$ cat config.mk
export PLATFORM = sky130hd
export DESIGN_NAME = receptor_serie32
export DESIGN_NICKNAME = d
export VERILOG_FILES = /design/src/rtl/receptor_serie32.sv
export SDC_FILE = /design/constraint.sdc
export NUM_CORES = 1
export LEC_CHECK = 0
export ABC_AREA = 1
export BUFFER_PORTS_ARGS = -buffer_cell sky130_fd_sc_hd__buf_4
export CAP_MARGIN = 20
export CORE_MARGIN = 2
export CORE_UTILIZATION = 55
export CTS_BUF_LIST = sky130_fd_sc_hd__clkbuf_4
export DETAILED_ROUTE_END_ITERATION = 16
export PLACE_DENSITY = 0.77
export SLEW_MARGIN = 10
export SYNTH_ARGS = -nofsm -noshare
export SYNTH_HDL_FRONTEND = slang
export SYNTH_SLANG_ARGS = --single-unit
export TNS_END_PERCENT = 5
$ cat constraint.sdc
create_clock -name CLK -period 2.29 [get_ports CLK]
set_input_delay 0.229 -clock CLK [delete_from_list [all_inputs] [get_ports CLK]]
set_output_delay 0.229 -clock CLK [all_outputs]
set_load 0.02 [all_outputs]
$ cat src/rtl/receptor_serie32.sv
// Serial-to-parallel receiver: rebuilds WIDTH-bit words from a one-bit stream
// and holds each finished word on Q behind a VALID/ACK handshake.
module receptor_serie32 #(
  parameter int WIDTH = 32,
  parameter int CW    = 5
) (
  input  logic             CLK,
  input  logic             RST,
  input  logic             ENB,
  input  logic             DIR,
  input  logic             S_IN,
  input  logic             CLR,
  input  logic             ACK,
  output logic [WIDTH-1:0] Q,
  output logic             VALID,
  output logic             OVR,
  output logic             BUSY,
  output logic [CW-1:0]    CNT
);

  typedef enum logic {IDLE = 1'b0, RECV = 1'b1} state_t;

  state_t           state_q, state_d;
  logic [WIDTH-1:0] sh_q, sh_d;
  logic [WIDTH-1:0] q_q, q_d;
  logic [CW-1:0]    cnt_q, cnt_d;
  logic             dirl_q, dirl_d;
  logic             valid_q, valid_d;
  logic             ovr_q, ovr_d;
  logic             ins_dir_s;
  logic             done_s;
  logic [WIDTH-1:0] sh_ins_s;

  // State and datapath registers
  always_ff @(posedge CLK or posedge RST) begin
    if (RST) begin
      state_q <= IDLE;
      sh_q    <= '0;
      q_q     <= '0;
      cnt_q   <= '0;
      dirl_q  <= 1'b0;
      valid_q <= 1'b0;
      ovr_q   <= 1'b0;
    end else begin
      state_q <= state_d;
      sh_q    <= sh_d;
      q_q     <= q_d;
      cnt_q   <= cnt_d;
      dirl_q  <= dirl_d;
      valid_q <= valid_d;
      ovr_q   <= ovr_d;
    end
  end

  // Next-state: bit insertion, word completion, handshake and abort
  always_comb begin
    state_d = state_q;
    sh_d    = sh_q;
    q_d     = q_q;
    cnt_d   = cnt_q;
    dirl_d  = dirl_q;
    valid_d = valid_q;
    ovr_d   = ovr_q;
    done_s  = 1'b0;

    // The first bit of a word uses the live DIR; later bits use the latched copy
    ins_dir_s = (state_q == IDLE) ? DIR : dirl_q;
    if (ins_dir_s) begin
      sh_ins_s = {sh_q[WIDTH-2:0], S_IN};
    end else begin
      sh_ins_s = {S_IN, sh_q[WIDTH-1:1]};
    end

    if (CLR) begin
      state_d = IDLE;
      cnt_d   = '0;
      sh_d    = '0;
      ovr_d   = 1'b0;
    end else if (ENB) begin
      case (state_q)
        IDLE: begin
          dirl_d  = DIR;
          sh_d    = sh_ins_s;
          cnt_d   = {{(CW-1){1'b0}}, 1'b1};
          state_d = RECV;
        end
        RECV: begin
          sh_d = sh_ins_s;
          if (cnt_q == CW'(WIDTH - 1)) begin
            cnt_d   = '0;
            state_d = IDLE;
            done_s  = 1'b1;
          end else begin
            cnt_d = cnt_q + {{(CW-1){1'b0}}, 1'b1};
          end
        end
        default: begin
          state_d = IDLE;
          cnt_d   = '0;
        end
      endcase
    end else begin
      state_d = state_q;
    end

    // A completion overwriting an unconsumed word is an overrun unless ACKed now
    if (done_s) begin
      q_d     = sh_ins_s;
      valid_d = 1'b1;
      if (valid_q && !ACK) begin
        ovr_d = 1'b1;
      end else begin
        ovr_d = ovr_d;
      end
    end else if (ACK && valid_q) begin
      valid_d = 1'b0;
    end else begin
      valid_d = valid_q;
    end
  end

  assign Q     = q_q;
  assign VALID = valid_q;
  assign OVR   = ovr_q;
  assign BUSY  = (state_q == RECV);
  assign CNT   = cnt_q;

endmodule

==> metrics.yaml <==
die:
  row_count: 29
  initial_utilization: 0.566
  core_um2: 6350
  die_h_um: 84.9
  dieArea_um2: 7200
  io_pins: 47
  die_w_um: 84.9
grt:
  grt_max_degree: 50
  grt_util_all_layers: 0.217
  antenna_found_initial: 0
  grt_pass1_wl_um: 12700
  grt_pass1_vias: 2814
  gr-total-overflow: 0
run_status:
  status: "finished clean"
drt:
  wire_per_inst_um: 13.2
  drtAntennaViolNets: 0
  drc: 0
  num_vias: 3080
  first_iter_violations: 370
  viasPerCell: 5.45
  drtPass1Iterations: 5
  wirelength_um: 7430
setup_path:
  cp_cell_sequence: "ha_1, nand2_1, nor2_1, ha_1, nand3_2, nor2_8, inv_4, nand2_1, nand2_1"
  path_common_cell: "nand2_1"
  cp_slowest_stage_delay_ns: 0.44
  critPathBufInv: 1
  crit_path_top_delay_cell: "dfrtp_1"
  start_kind: "flop"
  path_max_fanout: 33
  r2r-end: "Q[13]$_DFFE_PP0P_"
  critPathKind: "reg2reg"
  arrival_ns: 2.19
  crit_family: "simple AND/OR/NAND/NOR gates"
  crit_required_ns: 2.58
  r2r_start: "CNT[0]$_DFFE_PP0P_"
  r2r_cells: 9
  end_kind: "flop"
  rrSetupSlack_ns: 0.40
cts:
  cts_buffer_depth: 2
  cts_max_level: 3
  clock_sinks: 73
  cts_tree: "done"
  clk_pin_slew_worst_paths_ns: 0.11
  ctsResizeCount: 0
  clockRootBuffer: "clkbuf_4"
  clock_latency_ns: 0.40
  numCtsBuffers: 9
min_path:
  hold_path_class: "in2reg"
  hold_path_depth: 4
  worstHoldStart: "ACK"
  holdPathEnd: "VALID$_DFFE_PP0P_"
placed_design:
  numPlacedInstances: 548
  hpwl_um: 4570
  placed_area_um2: 3900
  finalWeightedCongestion: 0.782
  io_buffers: 46
final_layout:
  instances_no_fill: 565
  n_antenna_cell: 0
  final_cell_area_um2: 4020
  nNetsFinal: 493
  area_growth_pct: 11.9
  drive_gt1_frac: 0.174
power_and_ir_drop:
  p_per_area_nw_per_um2: 589
  vdd_ir_drop_max_uv: 315
  p_leak_nw: 2.38
flow_run:
  cap_violations: 0
synth:
  synth_area_leaders: "dfrtp_1 51%, nand3_1 17%, nand2_1 16%"
  ys_seq_area_frac: 0.508
  syn_avg_cell_area_um2: 8.08
  synthCells: 445
  syn_nets: 455
  synth_area_um2: 3600
  synth.ff_latch_count: 73
  synth.top_cell.area_share: 0.508
  yosys.area.top_type: "dfrtp_1"
  yosys_warnings: 0
  netlist-cell-type-count: 18
timing:
  setup_viol: 0
  fin_tns_setup_ns: 0
  fin_skew_ns: 0.0155
  fmax_ghz: 0.528
  hold_viol: 0
  rsz0062_at_grt: "false"
  min_period_ns: 1.89
  hold_ws_ns: 0.0665
  relSlewSlack: 0.522
  fin_crit_sh: 0.827
  finalMaxSlewViolations: 0
  worst_slew_pin_slew_ns: 0.714
==> final cells by class <==
| class | count | area (um^2) |
|---|---|---|
| tap | 77 | 96.3 |
| clock inverter | 6 | 35.0 |
| multi-input combinational | 303 | 1410 |
| sequential | 73 | 1830 |
| timing repair buffer | 53 | 413 |
| fill | 554 | 2330 |
| clock buffer | 10 | 75.1 |
| inverter | 43 | 164 |
==> logic make-up (layout without fill, tap and decap cells) <==
family,Yosys count,in the layout,synth area share
AO/OA/AOI/OAI,2,2,0.00278
XOR/XNOR,1,1,0.00244
adder cells (fa/ha/maj),3,3,0.0104
buffers and inverters,69,112,0.0995
flip-flops,73,73,0.508
AND/OR/NAND/NOR,297,297,0.377
==> tightest hold or removal path, delay by kind of cell <==
kind	cells	cell delay (ns)
simple gates	2	0.10
buf+inv	2	0.11
==> cell usage in the layout (no fill, tap or decap), drive strengths merged <==
| master | count |
|---|---|
| nand4 | 1 |
| clkbuf | 10 |
| clkinv | 5 |
| nor2 | 4 |
| inv | 43 |
| xor2 | 1 |
| o21ai | 2 |
| buf | 52 |
| clkinvlp | 1 |
| nand3 | 133 |
| dfrtp | 73 |
| nand2 | 159 |
| ha | 3 |
| dlygate4sd3 | 1 |
==> Yosys cell counts <==
library cell,instances
ha_1,3
buf_2,11
dfrtp_1,73
nand4_1,1
nor2_1,3
buf_6,8
nand2_1,157
nand2_2,2
inv_2,2
nand3_1,123
clkbuf_1,1
o21ai_0,2
inv_1,40
buf_4,6
inv_4,1
nand3_2,10
xor2_1,1
nor2_8,1
==> worst max-delay path by stage <==
stage | end | cells past startpoint | slack (ns) | startpoint
6_report | Q[13]$_DFFE_PP0P_ | 9 | 0.40 | CNT[0]$_DFFE_PP0P_
3_5_place_dp | Q[13]$_DFFE_PP0P_ | 9 | 0.40 | CNT[0]$_DFFE_PP0P_
2_1_floorplan | BUSY$_DFFE_PP0P_ | 1 | 0.21 | RST
5_1_grt | Q[14]$_DFFE_PP0P_ | 9 | 0.21 | CNT[0]$_DFFE_PP0P_
4_1_cts | Q[13]$_DFFE_PP0P_ | 9 | 0.38 | CNT[0]$_DFFE_PP0P_
3_3_place_gp | Q[0]$_DFFE_PP0P_ | 9 | 0.49 | CNT[0]$_DFFE_PP0P_
==> report_power, final <==
group,internal (mW),switching [mW]
Clock,0.228,0.442
Combinational,0.103,0.240
Sequential,1.33,0.0269
==> metal layers <==
metal	GRT usage	vias up	wire (um)
met5	0	-	0
met2	0.347	142	3420
met4	0.0736	0	85
li1	-	1498	-
met1	0.306	1429	3410
met3	0.0350	11	514
==> per-stage QoR <==
step           total power [mW]  utilization  setup WS, ns
3_3_place_gp               1.71        0.615         0.490
2_1_floorplan              1.65            -         0.208
4_1_cts                    2.39        0.634         0.382
3_5_place_dp               1.72        0.615         0.398
5_1_grt                    2.50        0.634         0.214
6_report                   2.37        0.634         0.396
==> sequential cells by signal, summed over array words and instances, names as in the netlist <==
signal,cells
BUSY,1
VALID,1
CNT,5
Q,32
dirl_q,1
OVR,1
sh_q,32
==> repair_timing <==
| item | CTS | global route |
|---|---|---|
| hold endpoints to repair | 24 | 0 |
| hold buffers | 1 | 0 |
| buffers inserted | 0 | 0 |
No activity file was read; power rests on OpenSTA's default activity.
